File: config.mk
export PLATFORM = sky130hd
export DESIGN_NAME = regx_seq_flat
export DESIGN_NICKNAME = d
export VERILOG_FILES = /design/src/rtl/regx_seq_if.sv /design/src/rtl/regx_seq.sv /design/src/flat_wrapper.sv
export SDC_FILE = /design/constraint.sdc
export NUM_CORES = 1
export LEC_CHECK = 0
export CORE_MARGIN = 5
export CORE_UTILIZATION = 48
export DETAILED_ROUTE_END_ITERATION = 7
export PLACE_DENSITY = 0.85
export REMOVE_ABC_BUFFERS = 1
export SYNTH_ARGS = -nofsm -noshare
export SYNTH_HDL_FRONTEND = slang
export SYNTH_SLANG_ARGS = --single-unit
File: constraint.sdc
create_clock -name clk -period 5.55 [get_ports clk]
set_clock_uncertainty 0.15 [all_clocks]
set_input_delay 0.8325 -clock clk [delete_from_list [all_inputs] [get_ports clk]]
set_output_delay 0.8325 -clock clk [all_outputs]
set_load 0.005 [all_outputs]
File: src/rtl/regx_seq_if.sv
// Datapath-side bus between the sequencer and the regx tracker / cadder source.
// master = sequencer, slave = datapath (source + tracker).
interface regx_seq_if #(
  parameter int DW = 21,
  parameter int AW = 8
);
  logic          cand_rd;
  logic [AW-1:0] cand_addr;
  logic          clear;
  logic          wr_en;
  logic          single;
  logic          kt;
  logic [DW-1:0] xlout;
  logic [DW-1:0] xsout;

  modport master (
    output cand_rd, cand_addr, clear, wr_en, single,
    input  kt, xlout, xsout
  );

  modport slave (
    input  cand_rd, cand_addr, clear, wr_en, single,
    output kt, xlout, xsout
  );
endinterface

File: src/rtl/regx_seq.sv
// Sequencer for the regx largest/second-largest tracker: clears it, streams N
// candidate reads, aligns tracker writes to the source latency, captures results.
module regx_seq #(
  parameter int            DW   = 21,
  parameter int            AW   = 8,
  parameter int            LAT  = 2,
  parameter logic [DW-1:0] MINV = 21'h100000
) (
  input  logic          clk,
  input  logic          reset,
  input  logic          start,
  input  logic [AW-1:0] num_cand,
  input  logic          single_mode,
  input  logic          hold,
  input  logic          abort,
  regx_seq_if.master    dp,
  output logic          busy,
  output logic          done,
  output logic [DW-1:0] best_l,
  output logic [DW-1:0] best_s,
  output logic          s_valid,
  output logic          empty
);

  typedef enum logic [2:0] {IDLE, CLR, ISSUE, DRAIN, CAPT, DONE} state_t;

  localparam logic [3:0] LAT4 = 4'(LAT);

  state_t        state_reg, state_next;
  logic [AW-1:0] idx_reg;
  logic [AW-1:0] n_reg;
  logic          single_reg;
  logic [3:0]    drain_reg;
  logic [LAT-1:0] wr_sr_reg;
  logic          issue;
  logic          flush;

  // State register
  always_ff @(posedge clk or negedge reset) begin
    if (!reset) state_reg <= IDLE;
    else        state_reg <= state_next;
  end

  // Next-state logic
  always_comb begin
    state_next = state_reg;
    case (state_reg)
      IDLE:    if (start) state_next = CLR;
      CLR:     state_next = (n_reg != '0) ? ISSUE : DRAIN;
      ISSUE:   if (!hold && idx_reg == n_reg - AW'(1)) state_next = DRAIN;
      DRAIN:   if (drain_reg == 4'd0) state_next = CAPT;
      CAPT:    state_next = DONE;
      DONE:    state_next = IDLE;
      default: state_next = IDLE;
    endcase
    if (abort && state_reg != IDLE) state_next = IDLE;
  end

  // Output logic
  always_comb begin
    issue        = (state_reg == ISSUE) && !hold && !abort;
    flush        = abort && (state_reg != IDLE);
    dp.cand_rd   = issue;
    dp.cand_addr = idx_reg;
    dp.clear     = (state_reg == CLR);
    dp.wr_en     = wr_sr_reg[LAT-1];
    dp.single    = single_reg;
    busy         = (state_reg != IDLE);
    done         = (state_reg == DONE) && !abort;
  end

  // wr_en delay line: each stage free-runs, independent of hold
  always_ff @(posedge clk or negedge reset) begin
    if (!reset)     wr_sr_reg[0] <= 1'b0;
    else if (flush) wr_sr_reg[0] <= 1'b0;
    else            wr_sr_reg[0] <= issue;
  end

  generate
    for (genvar gi = 1; gi < LAT; gi++) begin : g_wr_sr
      always_ff @(posedge clk or negedge reset) begin
        if (!reset)     wr_sr_reg[gi] <= 1'b0;
        else if (flush) wr_sr_reg[gi] <= 1'b0;
        else            wr_sr_reg[gi] <= wr_sr_reg[gi-1];
      end
    end
  endgenerate

  always_ff @(posedge clk or negedge reset) begin
    if (!reset) begin
      idx_reg    <= '0;
      n_reg      <= '0;
      single_reg <= 1'b0;
      drain_reg  <= 4'd0;
      best_l     <= MINV;
      best_s     <= MINV;
      s_valid    <= 1'b0;
      empty      <= 1'b1;
    end else begin
      if (state_reg == IDLE && start) begin
        n_reg      <= num_cand;
        single_reg <= single_mode;
      end
      // DRAIN lasts LAT+1 cycles after issuing, a single cycle for an empty job
      if (state_reg == CLR) begin
        idx_reg   <= '0;
        drain_reg <= (n_reg == '0) ? 4'd0 : LAT4;
      end
      if (issue) idx_reg <= idx_reg + AW'(1);
      if (state_reg == DRAIN && drain_reg != 4'd0) drain_reg <= drain_reg - 4'd1;
      if (state_reg == CAPT && !abort) begin
        best_l  <= dp.xlout;
        best_s  <= dp.xsout;
        empty   <= dp.kt;
        s_valid <= !single_reg && (n_reg >= AW'(2));
      end
    end
  end

endmodule

File: src/flat_wrapper.sv
// flat-port wrapper written by rule: the top's interface ports become plain ports
module regx_seq_flat 
#(
  parameter int            DW   = 21,
  parameter int            AW   = 8,
  parameter int            LAT  = 2,
  parameter logic [DW-1:0] MINV = 21'h100000
)
  (clk, reset, start, num_cand, single_mode, hold, abort, busy, done, best_l, best_s, s_valid, empty, dp_cand_rd, dp_cand_addr, dp_clear, dp_wr_en, dp_single, dp_kt, dp_xlout, dp_xsout);
  regx_seq_if #(.DW(DW), .AW(AW)) dp_i ();
  input  logic clk;
  input  logic reset;
  input  logic start;
  input  logic [AW-1:0] num_cand;
  input  logic single_mode;
  input  logic hold;
  input  logic abort;
  output logic busy;
  output logic done;
  output logic [DW-1:0] best_l;
  output logic [DW-1:0] best_s;
  output logic s_valid;
  output logic empty;
  output wire logic [$bits(dp_i.cand_rd)-1:0] dp_cand_rd;
  output wire logic [$bits(dp_i.cand_addr)-1:0] dp_cand_addr;
  output wire logic [$bits(dp_i.clear)-1:0] dp_clear;
  output wire logic [$bits(dp_i.wr_en)-1:0] dp_wr_en;
  output wire logic [$bits(dp_i.single)-1:0] dp_single;
  input wire logic [$bits(dp_i.kt)-1:0] dp_kt;
  input wire logic [$bits(dp_i.xlout)-1:0] dp_xlout;
  input wire logic [$bits(dp_i.xsout)-1:0] dp_xsout;
  assign dp_cand_rd = dp_i.cand_rd;
  assign dp_cand_addr = dp_i.cand_addr;
  assign dp_clear = dp_i.clear;
  assign dp_wr_en = dp_i.wr_en;
  assign dp_single = dp_i.single;
  assign dp_i.kt = dp_kt;
  assign dp_i.xlout = dp_xlout;
  assign dp_i.xsout = dp_xsout;
  regx_seq #(.DW(DW), .AW(AW), .LAT(LAT), .MINV(MINV)) u_core (.clk(clk), .reset(reset), .start(start), .num_cand(num_cand), .single_mode(single_mode), .hold(hold), .abort(abort), .dp(dp_i), .busy(busy), .done(done), .best_l(best_l), .best_s(best_s), .s_valid(s_valid), .empty(empty));
endmodule
* Word-level counts from Yosys, hierarchy flattened *
Index checks and enable logic that the tools add are counted.

operators by class
  add/sub/neg operators = 3
  $lt $le $gt $ge = 1
  equal/unequal tests = 9
  mux-type cells = 13
  reduce and logical (&&, ||, !) cells = 21

operators with widths
  kind                 number
  $mux 8               2
  $pmux 3 s5           1
  $mux 3               4
  $logic_and 1x1->1    9
  $add 8x1->8 const B  1
  $eq 8x8->1           1
  $ge 8x2->1 const B   1
  $logic_not 8->1      1
  $mux 4               2
  $reduce_bool 8->1    1
  $sub 8x1->8 const B  1
  $eq 3x2->1 const B   2
  $eq 3x3->1 const B   2
  $ne 3x1->1 const B   2
  $logic_not 4->1      1
  $reduce_bool 2->1    2
  $reduce_bool 4->1    1
  $sub 4x1->4 const B  1
  $eq 3x1->1 const B   1
  $logic_not 1->1      3
  $logic_not 3->1      1
  $mux 1               3
  $ne 3x2->1 const B   1
  $reduce_and 3->1     1
  other kinds (2)      2

storage, ports and cells
  register bits after elaboration = 70
  output and inout bits = 58
  word-level logic and storage cells = 58

* Longest topological paths before layout *
  word-level depth = 6
  mapped depth = 8
  depth with buffers taken out = 7

* Worst setup path before layout *
Ideal clock, no wire load.

  path kind = input to output
  from = input port abort
  to = output port dp_cand_rd
  arrival time = 1475 ps
  required time = 4568 ps
  slack = 3092 ps
  stages on the path = 3
  path buffers = 1
  cells stage by stage = nor4b_2 > and2b_1 > buf_2

on the way
  longest elaborated chain between the ends = 2

RTL lines
  element            line                RTL
  from (decl)        flat_wrapper.sv:17  input logic abort;
  $logic_not 1->1    regx_seq.sv:61      issue = (state_reg == ISSUE) && !hold && !abort;
  $logic_and 1x1->1  regx_seq.sv:61
  to (decl)          flat_wrapper.sv:24  output wire logic [$bits(dp_i.cand_rd)-1:0] dp_cand_rd;

No other way between the ends.

* Worst setup path in the final report *
Ends and elaborated chain as after synthesis.

==> results.cfg <==
[synthesis]
synth_seq_cells = 70
synth.largest_area_cell = dfrtp_1
synth_top_area_frac = 0.522
synth-warning-count = 0
ys_seq_area_frac = 0.547
syn_area_per_cell_um2 = 12.3
synth_ff_type = dfrtp_1
syn_area_um2 = 3210
synthTopCellsByArea = dfrtp_1 52%, mux2_2 13%, mux2_1 4.6%
synth_edf_count = 0
synth_cell_types = 47
netlist_instances = 260
synth-async-reset-ratio = 1.00

[worst_setup_path]
startpoint_type = input port
crit_top_cell = clkdlybuf4s50_1
crit_chain = clkdlybuf4s50_1, nor4b_2, and2b_1, clkdlybuf4s50_1
slowest_delay_ps = 580
reg2reg_slack_ps = 3120
worst_path_max_delay_cell = clkdlybuf4s50_1
crit_path_end_kind = output port
crit_type = input port to output port
arrival_ps = 2690
critPathMaxFanout = 13
required_ps = 4570

[cells_and_area]
stdcell_count = 457
area_growth_syn_to_layout_pct = 42.9
antennaDiodeCount = 0
fin_nets = 437
layout-drive-gt1-share = 0.171
top_regs = u_core.best_l x21, u_core.best_s x21
fillers = 443

[die]
die_height_um = 91.8
fp-row-count = 29
initial_core_util = 0.500
die_w_um = 91.8
die_area_um2 = 8420
num_io_pins = 115
core_area_um2 = 6420

[grt]
grt_pass1_vias = 2434
grt-ovfl-total = 0
grt_use_total = 0.189
grt_max_degree = 71
use_met1 = 0.255
grt_first_pass_wirelength_um = 12600
grt_use_met3 = 0.0475
antenna_found_initial = 0
grt_use_met2 = 0.297
busiest_layer = met2

[sta]
final-hold-violation-count = 0
fin_ws_ps = 1880
setup_tns_ps = 0
report.final.slew_viol_count = 0
setup_violations = 0
slew_headroom = 0.400
fmax_mhz = 272
rsz0062_at_grt = no
min_period_ps = 3670
worstMarginPinSlew_ps = 886
period_share = 0.661

[clocking]
cts_tree = yes
post_cts_resized = 0
postCtsSetupRepairBufs = 0
holdBufCountCts = 0
clk_latency_ps = 340
cts.path.max_buffers = 2
htreeDepth = 3
cts.sinks = 70
root_buffer = clkbuf_8
cts_buffers = 9
clkSlewWorstSetupHoldPaths_ps = 70

[placed_design]
gp_congestion = 0.811
dp.cells = 441
numPortBuffers = 114
pre_cts_slack_ps = 1890
dp_hpwl_um = 5900

[pwr]
netSwitchingFraction = 0.320
p_sw_uw = 664
ir_worst_vdd_v = 0.000289
p_seq_frac = 0.411
p_int_mw = 1.41
p_clk_frac = 0.191
combPwrFrac = 0.398
p_leak_nw = 1.99
power_density_nw_per_um2 = 453

[run]
drv_cap = 0

[routing]
post_drt_wl_per_cell_um = 17.5
vias = 2504
via_per_inst = 5.48
drt_iter0_drc = 84
drc_errors = 0
drtPass1Iterations = 4
wl_um = 7980
ant_nets = 0

[min_path]
hp-class = flip-flop to flip-flop

[outcome]
status = finished, final reports clean
[cell families (layout without fill, tap and decap cells)]
logic type                 after synthesis  count (layout)  synth area share
buffers and inverters                   21             141            0.0316
DFF                                     70              70             0.547
AOI/OAI and AO/OA                       39              39            0.0791
adders and majority gates                5               5            0.0195
and+or+nand+nor                         59              59             0.102
xor gates and xnor gates                12              12            0.0328
muxes                                   54              54             0.188
[worst max-delay path, delay by kind of cell]
family | cells | cell delay, ps
buffers and inverters | 2 | 1100
AND/OR/NAND/NOR | 2 | 750
[cells in the final DEF, fill, tap and decap left out, types with 2 or more instances in the layout]
master,Yosys,layout
and3_1,3,3
dfrtp_1,67,67
a21oi_1,11,11
clkbuf_8,0,9
mux2i_1,3,3
nor3_1,3,3
mux2_2,38,38
ha_1,5,5
buf_4,1,2
or3_1,4,4
xor2_1,3,3
nor2b_1,3,3
mux2_1,13,13
nor2_1,12,12
dfstp_2,3,3
inv_1,9,9
clkinv_2,0,2
xnor2_1,9,9
nand3_1,7,7
clkinvlp_4,0,2
nand2b_1,5,5
nand4_1,4,4
o21ai_0,13,13
clkdlybuf4s50_1,0,113
nand2_1,10,10
[layer usage]
layer / routed length, µm / vias up
met2: 3640 / 116
met1: 3670 / 1216
li1: - / 1159
met4: 159 / 0
met3: 509 / 13
met5: 0 / -
[power by group through the flow]
stage / Clock [mW] / Combinational, mW / Sequential [mW]
5_1_grt: 0.429 / 0.899 / 0.881
3_5_place_dp: 0 / 0.835 / 0.863
6_report: 0.396 / 0.827 / 0.854
4_1_cts: 0.408 / 0.839 / 0.854
2_1_floorplan: 0 / 0.391 / 0.843
3_3_place_gp: 0 / 0.805 / 0.845
[final cells by class]
| type | count | area [µm²] | share of cell area |
|---|---|---|---|
| flip-flops and latches | 70 | 1760 | 0.383 |
| repair buffers | 116 | 1150 | 0.251 |
| well taps | 77 | 96.3 | 0.0210 |
| multi-input cells | 169 | 1360 | 0.296 |
| clock buffers | 10 | 128 | 0.0278 |
| clock inverters | 6 | 63.8 | 0.0139 |
| inverters | 9 | 33.8 | 0.00736 |
[stage by stage]
step / utilization / power (mW) / instance area, µm² / hold WS (ps)
5_1_grt: 0.714 / 2.21 / 4590 / 355
3_3_place_gp: 0.684 / 1.65 / 4400 / 317
3_5_place_dp: 0.684 / 1.70 / 4400 / 324
4_1_cts: 0.714 / 2.10 / 4590 / 340
2_1_floorplan: - / 1.23 / 3140 / 333
6_report: 0.714 / 2.08 / 4590 / 337
[path summary, 6_finish.rpt]
| check | startpoint | endpoint | depth (start not counted) |
|---|---|---|---|
| setup reg to reg | u_core.n_reg[0]$_DFFE_PN0P_ | u_core.state_reg[0]$_DFFE_PN0P_ | 7 |
| hold reg to reg | u_core.best_l[10]$_DFFE_PN0P_ | u_core.best_l[10]$_DFFE_PN0P_ | 1 |
| hold / removal | u_core.best_l[10]$_DFFE_PN0P_ | u_core.best_l[10]$_DFFE_PN0P_ | 1 |
| max in group asynchronous | reset | u_core.best_l[18]$_DFFE_PN0P_ | 2 |
| setup / recovery | abort | dp_cand_rd | 4 |
| min in group asynchronous | reset | u_core.n_reg[2]$_DFFE_PN0P_ | 2 |
[Yosys cell counts (2+ instances only)]
library cell	number
a21oi_1	11
and3_1	3
buf_2	8
dfrtp_1	67
dfstp_2	3
ha_1	5
inv_1	9
mux2_1	13
mux2_2	38
mux2i_1	3
nand2_1	10
nand2b_1	5
nand3_1	7
nand4_1	4
nor2_1	12
nor2b_1	3
nor3_1	3
nor3_2	2
o21ai_0	13
or3_1	4
xnor2_1	9
xor2_1	3
No activity file was read; power rests on OpenSTA's default activity.
